==> config.mk <==
export PLATFORM = sky130hd
export DESIGN_NAME = prod_accumulator
export DESIGN_NICKNAME = d
export VERILOG_FILES = /design/src/rtl/prod_accumulator.sv
export SDC_FILE = /design/constraint.sdc
export NUM_CORES = 1
export LEC_CHECK = 0
export BUFFER_PORTS_ARGS = -buffer_cell sky130_fd_sc_hd__buf_2
export CAP_MARGIN = 40
export CORE_ASPECT_RATIO = 0.75
export CORE_UTILIZATION = 55
export DETAILED_ROUTE_END_ITERATION = 7
export GPL_TIMING_DRIVEN = 1
export MAX_ROUTING_LAYER = met4
export PLACE_DENSITY = 0.78
export SYNTH_ARGS = -nofsm -noshare
export SYNTH_HDL_FRONTEND = slang
export SYNTH_SLANG_ARGS = --single-unit
export TNS_END_PERCENT = 1
==> constraint.sdc <==
create_clock -name clk -period 4.4 [get_ports clk]
set_input_delay 1.32 -clock clk [delete_from_list [all_inputs] [get_ports clk]]
set_output_delay 1.32 -clock clk [all_outputs]
set_load 0.01 [all_outputs]
==> src/rtl/prod_accumulator.sv <==
// ============================================================================
// prod_accumulator : sums LEN signed products per block with saturation
// Rev 1.0
// ============================================================================
`default_nettype none

module prod_accumulator #(
  parameter int TAM   = 16,
  parameter int GUARD = 8,
  parameter int LEN   = 8
) (
  input  logic                          clk,
  input  logic                          rst,
  input  logic signed [2*TAM-1:0]       p_in,
  input  logic                          p_valid,
  output logic                          p_ready,
  input  logic                          clear,
  output logic signed [2*TAM+GUARD-1:0] acc_out,
  output logic                          acc_valid,
  input  logic                          acc_ready,
  output logic                          ovf,
  output logic [7:0]                    count
);

  localparam int ACCW = 2*TAM + GUARD;
  localparam logic [7:0] c_last = 8'(LEN - 1);
  localparam logic [ACCW-1:0] c_max = {1'b0, {(ACCW-1){1'b1}}};
  localparam logic [ACCW-1:0] c_min = {1'b1, {(ACCW-1){1'b0}}};

  typedef enum logic [1:0] {
    IDLE  = 2'd0,
    ACCUM = 2'd1,
    HOLD  = 2'd2
  } state_t;

  state_t r_state;
  state_t w_state_next;

  logic [ACCW-1:0] r_sum;
  logic [7:0]      r_count;
  logic            r_ovf;

  logic            w_accept;
  logic            w_handshake;
  logic [ACCW:0]   w_sum_wide;
  logic            w_pos_ovf;
  logic            w_neg_ovf;
  logic [ACCW-1:0] w_sum_sat;

  assign p_ready     = (r_state != HOLD);
  assign acc_valid   = (r_state == HOLD);
  assign w_accept    = p_valid && p_ready;
  assign w_handshake = acc_valid && acc_ready;

  // One extra bit makes the out-of-range result visible in the top two bits.
  assign w_sum_wide = {r_sum[ACCW-1], r_sum} + {{(GUARD+1){p_in[2*TAM-1]}}, p_in};
  assign w_pos_ovf  = ~w_sum_wide[ACCW] &  w_sum_wide[ACCW-1];
  assign w_neg_ovf  =  w_sum_wide[ACCW] & ~w_sum_wide[ACCW-1];

  always_comb begin
    w_sum_sat = w_sum_wide[ACCW-1:0];
    if (w_pos_ovf) begin
      w_sum_sat = c_max;
    end else if (w_neg_ovf) begin
      w_sum_sat = c_min;
    end
  end

  always_ff @(posedge clk or posedge rst) begin
    if (rst) begin
      r_state <= IDLE;
    end else begin
      r_state <= w_state_next;
    end
  end

  always_comb begin
    w_state_next = r_state;
    if (clear) begin
      w_state_next = IDLE;
    end else begin
      case (r_state)
        IDLE: begin
          if (w_accept) begin
            w_state_next = ACCUM;
          end
        end
        ACCUM: begin
          if (w_accept && (r_count == c_last)) begin
            w_state_next = HOLD;
          end
        end
        HOLD: begin
          if (w_handshake) begin
            w_state_next = IDLE;
          end
        end
        default: w_state_next = IDLE;
      endcase
    end
  end

  // clear outranks both the handshake and a simultaneous accept.
  always_ff @(posedge clk or posedge rst) begin
    if (rst) begin
      r_sum   <= '0;
      r_count <= '0;
      r_ovf   <= 1'b0;
    end else if (clear || w_handshake) begin
      r_sum   <= '0;
      r_count <= '0;
      r_ovf   <= 1'b0;
    end else if (w_accept) begin
      r_sum   <= w_sum_sat;
      r_count <= r_count + 8'd1;
      if (w_pos_ovf || w_neg_ovf) begin
        r_ovf <= 1'b1;
      end
    end
  end

  assign acc_out = r_sum;
  assign ovf     = r_ovf;
  assign count   = r_count;

endmodule

`default_nettype wire

==> results.sh <==
export IMPL_status="finished clean"
export IMPL_max_freq_mhz=235.6
export IMPL_io_buffers=87
export IMPL_hold_path_class="register to register"
export IMPL_worstMarginPinSlew_ns=0.6769
export IMPL_core_area_um2=7365
export IMPL_dr_pass1_iters=5
export IMPL_first_iter_violations=248
export IMPL_async_reset_ff_frac=1.000
export IMPL_cts_root_buf="clkbuf_8"
export IMPL_route_detailed_wl_per_inst_um=16.56
export IMPL_drc=0
export IMPL_yosysSeqAreaShare=0.3033
export IMPL_hold_viol=0
export IMPL_whs_ns=0.5113
export IMPL_grt_pass1_wl_mm=19.70
export IMPL_powerDensity_nw_per_um2=606.2
export IMPL_layout_commonest_cell="buf_2"
export IMPL_dieArea_um2=8008
export IMPL_initial_core_util=0.5714
export IMPL_synth_area_um2=4208
export IMPL_io_pins=88
export IMPL_dp_hpwl_mm=9.006
export IMPL_post_route_util=0.7229
export IMPL_grt_ovfl_total=0
export IMPL_cts_sinks=51
export IMPL_max_cap_violations=0
export IMPL_cts_tree="done"
export IMPL_seq_area_um2=1276
export IMPL_synth_warnings=0
export IMPL_syn_area_per_cell_um2=8.552
export IMPL_areaGrowthSynthToFinish_pct=26.52
export IMPL_layout_common_cells="buf_2, buf_4, nand2_1, dfrtp_1, a21oi_1"
export IMPL_clkTransAtPathRegs_ns=0.11
export IMPL_viasPerCell=5.914
export IMPL_cp_data_arrival_time_ns=4.45
export IMPL_worst_slew_margin_rel=0.5482
export IMPL_antenna_left=0
export IMPL_die_w_um=103
export IMPL_gp_congestion=0.9078
export IMPL_cts_buffer_depth=2
export IMPL_worstSkewPairLatency_ns=0.32
export IMPL_synthDistinctLibCells=50
export IMPL_cts_buffers=5
export IMPL_leakagePower_uw=0.002735
export IMPL_syn_nets=573
export IMPL_synth_edf_count=0
export IMPL_rsz0062_at_grt="no"
export IMPL_grt_pass1_vias=3965
export IMPL_netlist_instances=492
export IMPL_ir_worst_vdd_v=0.0003289
export IMPL_hold_buffers=0
export IMPL_setup_violations=0
export IMPL_grt_use_total=0.3207
export IMPL_path_class="primary input to register"
export IMPL_diodes=0
export IMPL_vias=4276
export IMPL_multi_input_area_um2=2830
export IMPL_endpoint_kind="register"
export IMPL_die_h_um=77.75
export IMPL_min_period_over_period=0.9646
export IMPL_drive_gt1_frac=0.2781
export IMPL_final_max_slew_viol_count=0
export IMPL_htree_levels=2
export IMPL_start_kind="primary input"
export IMPL_rows=27
export IMPL_cp_required_ns=4.61
export IMPL_n_fill_cell=611
export IMPL_nets=702
export IMPL_drt_wl_total_mm=11.97
export IMPL_synth_seq_cells=51
export IMPL_finalCriticalPeriod_ns=4.244
export IMPL_ys_flop_type="dfrtp_1"
export IMPL_finalClockSkew_ns=0.009783
export IMPL_grt_max_degree=32
export IMPL_crit_fanout=25
export IMPL_antenna_found_initial=0
==> stage by stage <==
step                setup slack [ns]  setup TNS, ns  power (µW)  instances  instance area (µm²)
floorplan                   -0.03119        -0.6235        2096        492                 4262
global placement             -0.1379         -3.841        2794        714                 5186
detailed placement           -0.2680         -8.370        2858        715                 5206
CTS                          0.04600              0        3180        723                 5301
global route                0.006962              0        3479        723                 5324
finish                        0.1558              0        3228        723                 5324
==> kinds of logic (layout without fill, tap and decap cells) <==
logic type               after synthesis  count (layout)  share of synthesized area
AO/OA/AOI/OAI                        164             164                     0.2757
XOR/XNOR                              42              42                    0.08742
adder cells (fa/ha/maj)               44              44                     0.1326
buffers and inverters                 41             171                    0.03687
flip-flops                            51              51                     0.3033
AND/OR/NAND/NOR                      150             150                     0.1641
==> state kept, by name, summed over array words and instances (netlist names) <==
signal   count
acc_out     40
count        8
ovf          1
r_state      2
==> power breakdown <==
group | total [µW] | internal, µW | leakage [µW] | switching [µW]
registers | 728 | 605 | 0.000674 | 123
clock network | 310 | 118 | 0.0000491 | 192
logic | 2190 | 1030 | 0.00201 | 1160
total | 3230 | 1760 | 0.00274 | 1470
==> worst paths after layout <==
| kind | from | slack (ns) | depth (start not counted) | to |
|---|---|---|---|---|
| setup / recovery | p_in[11] | 0.16 | 16 | acc_out[26] |
| min in group asynchronous | rst | 0.99 | 2 | acc_out[35] |
| setup reg to reg | acc_out[0] | 0.81 | 16 | acc_out[27] |
| hold / removal | acc_out[5] | 0.51 | 2 | acc_out[5] |
| hold reg to reg | acc_out[5] | 0.51 | 2 | acc_out[5] |
| max in group asynchronous | rst | 2.87 | 3 | acc_out[7] |
==> timing repair <==
action | CTS | global route
setup endpoints to repair | 0 | 39
setup buffers | 0 | 0
resized for setup | 0 | 5
==> layout make-up <==
type,instances,share of cell area
multi-input combinational,400,0.5316
clock buffer,5,0.01293
tap,101,0.02374
sequential,51,0.2397
timing repair buffer,147,0.1758
inverter,16,0.01128
clock inverter,3,0.004935
==> synth_stat cells (2+ instances only) <==
library cell | number | share of area
clkbuf_1 | 23 | 0.021
xnor2_1 | 25 | 0.052
o21a_1 | 5 | 0.0089
nand4_1 | 12 | 0.018
nand2_1 | 52 | 0.046
nand2b_1 | 6 | 0.0089
a21oi_1 | 43 | 0.051
o2111ai_1 | 3 | 0.0062
inv_1 | 16 | 0.014
a211oi_1 | 5 | 0.0089
and3_1 | 3 | 0.0045
o21ai_0 | 29 | 0.034
a221o_1 | 27 | 0.064
and2_1 | 5 | 0.0074
nor2_1 | 41 | 0.037
dfrtp_1 | 51 | 0.30
xor2_1 | 17 | 0.035
ha_1 | 43 | 0.13
nor2b_1 | 6 | 0.0089
o211ai_1 | 2 | 0.0036
and4_1 | 2 | 0.0042
o21ai_1 | 5 | 0.0059
nand3_1 | 9 | 0.011
or3_1 | 2 | 0.0030
nor3_1 | 9 | 0.011
a21o_1 | 18 | 0.032
a31oi_1 | 4 | 0.0059
a2111oi_0 | 2 | 0.0042
o221a_2 | 2 | 0.0054
o21bai_1 | 5 | 0.0089
==> critical path: stages <==
cell	delay (ns)
buf_2	0.12
ha_4	0.24
a21o_1	0.18
o21bai_1	0.18
a221o_1	0.37
a2111oi_2	0.36
a21o_2	0.21
o21a_4	0.14
o21ai_2	0.08
a221oi_4	0.24
o21a_1	0.19
inv_1	0.06
ha_2	0.18
and2_1	0.16
buf_12	0.17
a221o_1	0.27
==> routing by layer <==
metal	share of wire	global-route usage	vias to the layer above
li1	-	-	2072
met1	0.47	0.4587	2052
met2	0.46	0.4887	142
met3	0.056	0.03514	10
met4	0.0068	0.06901	0
met5	0	-	-
No activity file was read; power rests on OpenSTA's default activity.
